## config.mk

```make
export PLATFORM = sky130hd
export DESIGN_NAME = mem_ctrl
export DESIGN_NICKNAME = d
export VERILOG_FILES = /design/src/rtl/mem_ctrl_pkg.sv /design/src/rtl/mem_ctrl.sv
export SDC_FILE = /design/constraint.sdc
export NUM_CORES = 1
export LEC_CHECK = 0
export BUFFER_PORTS_ARGS = -buffer_cell sky130_fd_sc_hd__buf_2
export CORE_MARGIN = 2
export CORE_UTILIZATION = 47
export CTS_BUF_LIST = sky130_fd_sc_hd__clkbuf_16
export DETAILED_ROUTE_END_ITERATION = 8
export MAX_ROUTING_LAYER = met4
export PLACE_DENSITY_LB_ADDON = 0.1
export SLEW_MARGIN = 5
export SYNTH_ARGS = -nofsm -noshare
export SYNTH_HDL_FRONTEND = slang
export SYNTH_SLANG_ARGS = --single-unit
```

## constraint.sdc

```tcl
create_clock -name clk -period 3.51 [get_ports clk]
set_input_delay 0.351 -clock clk [delete_from_list [all_inputs] [get_ports clk]]
set_output_delay 0.351 -clock clk [all_outputs]
set_load 0.01 [all_outputs]
```

## src/rtl/mem_ctrl_pkg.sv

```systemverilog
// Shared types and widths for the byte-serialising memory controller.
package mem_ctrl_pkg;

  localparam int MEM_ADDR_W = 32;
  localparam int REG_W      = 32;
  localparam int BYTE_W     = 8;
  localparam int LANES      = REG_W / BYTE_W;

  typedef enum logic [1:0] {
    IDLE    = 2'd0,
    D_READ  = 2'd1,
    D_WRITE = 2'd2,
    I_READ  = 2'd3
  } state_e;

  function automatic logic [MEM_ADDR_W-1:0] word_base(input logic [MEM_ADDR_W-1:0] addr);
    return {addr[MEM_ADDR_W-1:2], 2'b00};
  endfunction

endpackage

```

## src/rtl/mem_ctrl.sv

```systemverilog
// Serialises 32-bit data/instruction port accesses onto a byte-wide synchronous RAM.
// Data port has fixed priority; all outputs are registered.
module mem_ctrl
  import mem_ctrl_pkg::*;
#(
  parameter int ADDR_W = 17
) (
  input  logic                  clk,
  input  logic                  rst,
  input  logic                  d_re,
  input  logic                  d_we,
  input  logic [MEM_ADDR_W-1:0] d_addr,
  input  logic [LANES-1:0]      d_sel,
  input  logic [REG_W-1:0]      d_wdata,
  output logic [REG_W-1:0]      d_rdata,
  output logic                  d_busy,
  output logic                  d_done,
  input  logic                  i_re,
  input  logic [MEM_ADDR_W-1:0] i_addr,
  output logic [REG_W-1:0]      i_rdata,
  output logic                  i_busy,
  output logic                  i_done,
  output logic                  ram_en,
  output logic                  ram_wr,
  output logic [ADDR_W-1:0]     ram_addr,
  output logic [BYTE_W-1:0]     ram_wdata,
  input  logic [BYTE_W-1:0]     ram_rdata
);

  localparam logic [2:0] LAST_RD = 3'd4;
  localparam logic [2:0] LAST_WR = 3'd3;

  state_e state, state_nxt;
  logic [2:0] cnt, cnt_nxt;

  logic [MEM_ADDR_W-1:0] base_q, base_src, addr_full;
  logic [LANES-1:0]      sel_q, sel_src;
  logic [REG_W-1:0]      wdata_q, wdata_src;
  logic [REG_W-BYTE_W-1:0] asm_q;
  logic [1:0]            lane;
  logic                  busy_q;

  logic                  ram_en_d, ram_wr_d, busy_d, d_done_d, i_done_d;
  logic [ADDR_W-1:0]     ram_addr_d;
  logic [BYTE_W-1:0]     ram_wdata_d;
  logic                  unused_addr_hi;

  always_ff @(posedge clk or posedge rst) begin
    if (rst) begin
      state <= IDLE;
      cnt   <= '0;
    end else begin
      state <= state_nxt;
      cnt   <= cnt_nxt;
    end
  end

  always_comb begin
    state_nxt = state;
    cnt_nxt   = cnt;
    unique case (state)
      IDLE: begin
        cnt_nxt = '0;
        if (d_re)                      state_nxt = D_READ;
        else if (d_we && d_sel != '0)  state_nxt = D_WRITE;
        else if (i_re)                 state_nxt = I_READ;
      end
      D_READ, I_READ: begin
        if (cnt == LAST_RD) begin
          state_nxt = IDLE;
          cnt_nxt   = '0;
        end else begin
          cnt_nxt = cnt + 3'd1;
        end
      end
      D_WRITE: begin
        if (cnt == LAST_WR) begin
          state_nxt = IDLE;
          cnt_nxt   = '0;
        end else begin
          cnt_nxt = cnt + 3'd1;
        end
      end
      default: state_nxt = IDLE;
    endcase
  end

  // Values for the next cycle's registered outputs; in IDLE the request is taken straight from the ports.
  always_comb begin
    lane = cnt_nxt[1:0];
    if (state == IDLE) begin
      base_src  = word_base((state_nxt == I_READ) ? i_addr : d_addr);
      sel_src   = d_sel;
      wdata_src = d_wdata;
    end else begin
      base_src  = base_q;
      sel_src   = sel_q;
      wdata_src = wdata_q;
    end
    addr_full   = base_src + MEM_ADDR_W'(cnt_nxt);
    busy_d      = (state_nxt != IDLE);
    ram_en_d    = 1'b0;
    ram_wr_d    = 1'b0;
    ram_addr_d  = '0;
    ram_wdata_d = '0;
    unique case (state_nxt)
      D_READ, I_READ: begin
        if (cnt_nxt != LAST_RD) begin
          ram_en_d   = 1'b1;
          ram_addr_d = addr_full[ADDR_W-1:0];
        end
      end
      D_WRITE: begin
        ram_en_d    = sel_src[lane];
        ram_wr_d    = sel_src[lane];
        ram_addr_d  = addr_full[ADDR_W-1:0];
        ram_wdata_d = wdata_src[BYTE_W*lane +: BYTE_W];
      end
      default: ;
    endcase
    d_done_d = ((state == D_READ) && (cnt == LAST_RD)) || ((state == D_WRITE) && (cnt == LAST_WR));
    i_done_d = (state == I_READ) && (cnt == LAST_RD);
  end

  // Upper address bits beyond the RAM's byte address wrap away silently.
  assign unused_addr_hi = ^addr_full[MEM_ADDR_W-1:ADDR_W];

  always_ff @(posedge clk or posedge rst) begin
    if (rst) begin
      ram_en    <= 1'b0;
      ram_wr    <= 1'b0;
      ram_addr  <= '0;
      ram_wdata <= '0;
      busy_q    <= 1'b0;
      d_done    <= 1'b0;
      i_done    <= 1'b0;
      d_rdata   <= '0;
      i_rdata   <= '0;
    end else begin
      ram_en    <= ram_en_d;
      ram_wr    <= ram_wr_d;
      ram_addr  <= ram_addr_d;
      ram_wdata <= ram_wdata_d;
      busy_q    <= busy_d;
      d_done    <= d_done_d;
      i_done    <= i_done_d;
      if ((state == D_READ) && (cnt == LAST_RD)) d_rdata <= {ram_rdata, asm_q};
      if ((state == I_READ) && (cnt == LAST_RD)) i_rdata <= {ram_rdata, asm_q};
    end
  end

  // Request latch and little-endian assembly: bytes shift in from the top, lane 0 ends lowest.
  always_ff @(posedge clk) begin
    if (state == IDLE) begin
      base_q  <= base_src;
      sel_q   <= sel_src;
      wdata_q <= wdata_src;
    end
    if (((state == D_READ) || (state == I_READ)) && (cnt != 3'd0) && (cnt != LAST_RD))
      asm_q <= {ram_rdata, asm_q[REG_W-BYTE_W-1:BYTE_W]};
  end

  assign d_busy = busy_q;
  assign i_busy = busy_q;

endmodule

```

Yosys cells after proc, flatten, opt, wreduce, memory -nomap -nowiden. Index checks and enable logic that the tools add are counted.

Equal/unequal tests: 10. Add/subtract/negate cells: 2. Shifts and indexed selects: 1. Multiplexer cells: 21. $lt $le $gt $ge: 1. Reductions and logical operators: 14.

Operators with widths (count): $mux 32 (3); $pmux 17 s2 (1); $shiftx 32x6->8 (1); $add 17x3->17 (1); $mux 17 (1); $mux 2 (5); $pmux 3 s3 (1); $eq 2x2->1 const B (4); $mux 8 (1); $logic_and 1x1->1 (6); $mux 3 (2); $ne 3x3->1 const B (2); $pmux 2 s3 (1); $eq 2x1->1 const B (2); $mux 4 (1); $reduce_bool 4->1 (1); $reduce_or 2->1 (2); $add 3x1->3 const B (1); $eq 3x2->1 const B (1); $eq 3x3->1 const B (1); $lt 2x3->1 const B (1); $mux 1 (3); $reduce_bool 3->1 (1); $bmux 1 s2 (1); 4 further kinds (5).

Register bits after elaboration: 191. Logic and storage cells: 64.

Depth between registers and ports, before layout.
Depth after elaboration: 11. Gate-level depth with buffers: 13.

Least setup slack after synthesis. No wires, ideal clock.

Kind: reg-to-reg. From: reg state[1]. To: reg base_q[0] (enable). Setup time: 0.438 ns. Setup slack: -0.233 ns. Buffers on the path: 4. Stages on the path, launching flop included: 7. Arrival time: 3.305 ns. Cells stage by stage: dfrtp_1 or2_1 inv_2 clkbuf_1 buf_1 clkbuf_1 clkbuf_1.

Longest elaborated chain between the ends: 1.

RTL lines: start: declaration (line mem_ctrl.sv:33) `state_e state, state_nxt;`; start signal: assignment (line mem_ctrl.sv:53) `state <= state_nxt;`; $logic_not 2->1 (line mem_ctrl.sv:154) `if (state == IDLE) begin`; end signal: assignment (line mem_ctrl.sv:155) `base_q <= base_src;`; end: declaration (line mem_ctrl.sv:36) `logic [MEM_ADDR_W-1:0] base_q, base_src, addr_full;`.

Every way passes these cells. A chain may end at the register's enable or synchronous reset.

Final worst setup path.
From: reg state[1]. To: reg ram_addr[14].

Longest elaborated chain between the ends: 10. Elaborated cells on any way between the ends: 22. Classes of those cells: add/sub (1); eq/ne (7); mux (11); reduce/logical (3).

RTL lines: $mux 2 (line mem_ctrl.sv:66) `else if (i_re) state_nxt = I_READ;`; $mux 2 (line mem_ctrl.sv:65) `else if (d_we && d_sel != '0) state_nxt = D_WRITE;`; $mux 2 (line mem_ctrl.sv:64) `if (d_re) state_nxt = D_READ;`; $pmux 2 s3 (line mem_ctrl.sv:61) `unique case (state)`; $eq 2x2->1 (line mem_ctrl.sv:92) `base_src = word_base((state_nxt == I_READ) ? i_addr : d_addr);`; $mux 32 (line mem_ctrl.sv:92); $mux 32 * (line mem_ctrl.sv:91) `if (state == IDLE) begin`; net base_src[2] (line mem_ctrl.sv:36); $add 17x3->17 * (line mem_ctrl.sv:100) `addr_full = base_src + MEM_ADDR_W'(cnt_nxt);`; $mux 17 (line mem_ctrl.sv:108) `if (cnt_nxt != LAST_RD) begin`; $pmux 17 s2 * (line mem_ctrl.sv:106) `unique case (state_nxt)`; net ram_addr_d[14] (line mem_ctrl.sv:44) `logic [ADDR_W-1:0] ram_addr_d;`; end signal: assignment (line mem_ctrl.sv:142) `ram_addr <= ram_addr_d;`; end: declaration (line mem_ctrl.sv:25) `output logic [ADDR_W-1:0] ram_addr,`.

The timed path passes the listed nets; every way through them passes the cells marked *.

==> results.md <==
Worst setup path:
- The worst register-to-register path has a depth of 11.
- Data on the critical path is required at its endpoint by approximately 3.8 ns.
- For flop-to-flop paths, the worst setup slack is between 0.2 and 0.3 ns.
- The signal arrival time at the worst endpoint is 3.58 ns.
- The nature of the critical path endpoint is a flop.
- In this run the critical register-to-register path is launched from state[1]$_DFF_PP0_.
- The sort of element at the start of the critical path is a flop.
- The worst register-to-register path ends at ram_addr[14]$_DFF_PP0_.
- Of all nets on the critical path, the largest fanout is 12.
- The kind of critical path is reg2reg.

Synth:
- The mean post-synth cell area is roughly 12 um^2.
- After synthesis, the cell types taking the most area are sky130_fd_sc_hd__dfrtp_1 (33%), sky130_fd_sc_hd__edfxtp_1 (31%), sky130_fd_sc_hd__mux2_2 (9.9%).
- The synthesized net count is a little over 700.
- The netlist area before placement is between 7000 and 8000 um^2.
- The most used standard cell by instance count after synthesis is sky130_fd_sc_hd__nand2_1.
- The number of different library cells used by synthesis comes to 60.
- The biggest area contributor in the post-synthesis netlist is sky130_fd_sc_hd__dfrtp_1.
- The synthesized design devotes to its leading area cell type around a third of total area.
- The share of flip-flops with an asynchronous set or reset is roughly 56%.
- For this run, the number of Yosys warnings is 0.
- The count of flip-flops with a built-in enable after synthesis is slightly below 80.
- The sequential element share of the synthesized area is 63.8%.
- Counting every instance in the synthesized netlist gives around 600.
- The synthesized design contains roughly 180 register bits.
- In the synthesized netlist the dominant register cell turns out to be sky130_fd_sc_hd__dfrtp_1.
- Counting instances in the post-synthesis netlist gives the leading cell types as sky130_fd_sc_hd__nand2_1 (116), sky130_fd_sc_hd__dfrtp_1 (99), sky130_fd_sc_hd__edfxtp_1 (77).

STA:
- For the final routed database, the setup TNS stands at 0 ns.
- The minimum period implied by the final worst setup slack is approximately 3.2 ns.
- Setup repair after global routing left no endpoint under its margin.
- The setup-violating endpoint count in the final report is 0.
- The share of the clock period used by the worst path is 92.5%.
- The number of hold-slack violations in the final timing report is 0.
- Clock skew on the completed layout was measured at between 0.009 and 0.01 ns.
- In this run the tightest slew margin relative to its limit is a little over a third.
- The final max-slew violation count is 0.
- The upper clock frequency limit is 308 MHz.
- Once routing completed, OpenROAD measured the worst setup slack at 0.263 ns.
- For the pin with the worst max-slew slack, the measured transition is 0.978 ns.

Floorplanning:
- The row count is 46.
- Once the floorplan was initialized, standard cells occupied ~48% of the core.
- The floorplan die height is 130 um.
- The area of the die is ~17000 um^2.
- The area inside the core boundary is 15800 um^2.
- The I/O pin total is ~210.
- The chip width is between 100 and 150 um.

GRT:
- The first-pass GRT wire length is around 25000 um.
- The initial antenna violation count is 2.
- The global route total overflow is 0.
- The number of global-route vias before repair is 5035.
- The total routing usage reported by global routing is approximately 20%.
- The largest net degree at the start of global routing is 79.

Layout:
- The number of fillers in the final layout is about 1400.
- Relative to the synthesized area, the layout overhead comes to 22.6%.
- The fraction of final layout cells with drive strength greater than 1 is 39.1%.
- The count of nets after finishing is 905.
- The share of the core filled with cells in the final layout is between 50% and 60%.

Drt:
- The detailed-route vias per instance is 5.14.
- For this block, the initial DRC count from the detailed router was between 300 and 400.
- The total number of vias is 5220.
- The remaining routing DRC violations is 0.
- The total length of routed wires is ~16000 um.
- Once detail routing completed, the nets flagged for antenna violations numbered 0.
- The total iterations of the first detailed-routing run is 4.
- After detailed routing, the average wire length per cell comes to between 15 and 20 um.

Hold path:
- Along the worst hold path, the cell count comes to 1.
- The end point of the most critical hold path is asm_q[20]$_DFFE_PP_.
- The class of the tightest hold or removal check is in2reg.
- The start point of the worst min-delay path is ram_rdata[4].

Clocking:
- The clock passes through at most 2 buffers.
- The CTS clock-pin slew for the worst setup and hold paths is around 0.06 ns.
- The cell sitting at the root of the clock tree is a sky130_fd_sc_hd__clkbuf_16.
- The maximum level of the CTS H-tree is 4.
- The TritonCTS clock tree is done.
- The buffer count from post-CTS setup fixing is 0.
- At the later pin of the worst-skew pair, clock insertion delay measures approximately 0.42 ns.
- In this run, CTS created clock tree buffers numbering 17.
- The clock sink total is roughly 180.

Placement:
- The count of buffers added on input and output ports is approximately 170.
- Routability-driven placement finished with a final weighted congestion of 0.816.
- The sum of net half-perimeters after detailed placement is roughly 11000 um.
- Before CTS, the worst setup slack after placement is between 0.15 and 0.2 ns.

Pwr:
- The largest voltage drop on the vdd net is 0.437 mV.
- In this run the power density over the cells is just under 1000 nW/um^2.
- The standby leakage power is around 0.0042 uW.

Flow run:
- Across the run, the number of max-cap violations was 0.

Run status:
- The flow ran to the end, and the final reports show no timing, DRC or antenna violations.
## timing repair
| item | 4_1_cts | 5_1_grt |
|---|---|---|
| resized for setup | 0 | 3 |
| setup endpoints to repair | 0 | 7 |
| hold buffers | 0 | 0 |
## per-layer routing
metal	vias up	track usage [%]	routed length (um)
met3	15	4.35	860
li1	2507	-	-
met5	-	-	0
met2	146	31.3	7780
met4	0	6.88	189
met1	2552	26.1	7210
## metrics by stage
step	std cells	total power (uW)	cell area, um^2	hold slack [ns]
2_1_floorplan	606	6100	7500	0.442
3_3_place_gp	981	7270	8640	0.447
3_5_place_dp	981	7380	8640	0.459
4_1_cts	1013	9140	9180	0.116
5_1_grt	1015	9740	9200	0.117
6_report	1015	9070	9200	0.138
## registers in the layout, summed over array words and instances, names as in the netlist, 2 cells and up
signal     flops
d_rdata       32
i_rdata       32
wdata_q       32
asm_q         24
base_q        17
ram_addr      17
ram_wdata      8
sel_q          4
cnt            3
state          2
## cells in the final DEF, fill, tap and decap left out, types with 3 or more instances in the layout
cell type	Yosys	layout
sky130_fd_sc_hd__a21oi_2	6	6
sky130_fd_sc_hd__mux2_2	66	66
sky130_fd_sc_hd__inv_1	11	11
sky130_fd_sc_hd__dfrtp_1	99	99
sky130_fd_sc_hd__and2_1	5	5
sky130_fd_sc_hd__xnor2_1	5	5
sky130_fd_sc_hd__a21oi_1	18	18
sky130_fd_sc_hd__nand3_1	7	6
sky130_fd_sc_hd__nor2b_1	4	3
sky130_fd_sc_hd__o21ai_1	11	10
sky130_fd_sc_hd__clkinv_4	0	3
sky130_fd_sc_hd__buf_2	3	173
sky130_fd_sc_hd__a31oi_1	19	19
sky130_fd_sc_hd__a311oi_1	9	9
sky130_fd_sc_hd__clkinv_2	0	5
sky130_fd_sc_hd__nor3_1	3	3
sky130_fd_sc_hd__clkinv_1	1	3
sky130_fd_sc_hd__inv_4	0	3
sky130_fd_sc_hd__a21oi_4	3	3
sky130_fd_sc_hd__o21ai_0	10	10
sky130_fd_sc_hd__nand2_1	116	115
sky130_fd_sc_hd__clkbuf_16	0	18
sky130_fd_sc_hd__nand4_1	3	3
sky130_fd_sc_hd__ha_1	7	7
sky130_fd_sc_hd__edfxtp_1	77	77
sky130_fd_sc_hd__buf_4	2	16
sky130_fd_sc_hd__mux2i_1	4	4
sky130_fd_sc_hd__a21o_1	3	3
sky130_fd_sc_hd__nor2_1	49	49
## critical path: stages (launching register included)
cell                       delay, ns
sky130_fd_sc_hd__dfrtp_1        0.45
sky130_fd_sc_hd__or2_2          0.30
sky130_fd_sc_hd__clkinv_2       0.10
sky130_fd_sc_hd__a32oi_2        0.27
sky130_fd_sc_hd__mux2i_1        0.25
sky130_fd_sc_hd__o21ai_0        0.14
sky130_fd_sc_hd__ha_1           0.36
sky130_fd_sc_hd__a21oi_1        0.09
sky130_fd_sc_hd__a211oi_2       0.29
sky130_fd_sc_hd__nand3_2        0.22
sky130_fd_sc_hd__or4_1          0.55
sky130_fd_sc_hd__a21oi_1        0.16
## report_power, final
part | total (uW) | internal (uW) | switching, uW
sequential | 3680 | 3290 | 392
clock | 1710 | 943 | 769
combinational | 3680 | 1500 | 2180
total | 9070 | 5730 | 3340
## kinds of logic (layout without fill, tap and decap cells)
kind of cell,Yosys count,count (layout),share of synthesized area (%)
buffers and inverters,44,235,2.45
AOI/OAI and AO/OA,97,97,9.39
muxes,70,70,10.4
and+or+nand+nor,205,205,11.8
DFF,176,176,63.8
xor gates and xnor gates,6,6,0.700
other,0,2,0
adders and majority gates,8,8,1.43
## final cells by class
| type | instances | area [um^2] | share of cell area, % |
|---|---|---|---|
| Antenna cell | 2 | 5.00 | 0.0544 |
| Clock buffer | 18 | 450 | 4.90 |
| Clock inverter | 14 | 87.6 | 0.952 |
| Inverter | 14 | 56.3 | 0.612 |
| Multi-Input combinational cell | 386 | 2560 | 27.8 |
| Sequential cell | 176 | 4790 | 52.1 |
| Tap cell | 216 | 270 | 2.94 |
| Timing Repair Buffer | 189 | 986 | 10.7 |
## worst max path at each step
stage | from | end | depth (start not counted)
floorplan | state[0]$_DFF_PP0_ | ram_addr[14]$_DFF_PP0_ | 12
global placement | state[0]$_DFF_PP0_ | ram_addr[14]$_DFF_PP0_ | 11
detailed placement | state[0]$_DFF_PP0_ | ram_addr[14]$_DFF_PP0_ | 11
CTS | state[0]$_DFF_PP0_ | ram_addr[14]$_DFF_PP0_ | 11
global route | state[1]$_DFF_PP0_ | ram_addr[14]$_DFF_PP0_ | 11
finish | state[1]$_DFF_PP0_ | ram_addr[14]$_DFF_PP0_ | 11
No activity file was read; power rests on OpenSTA's default activity.
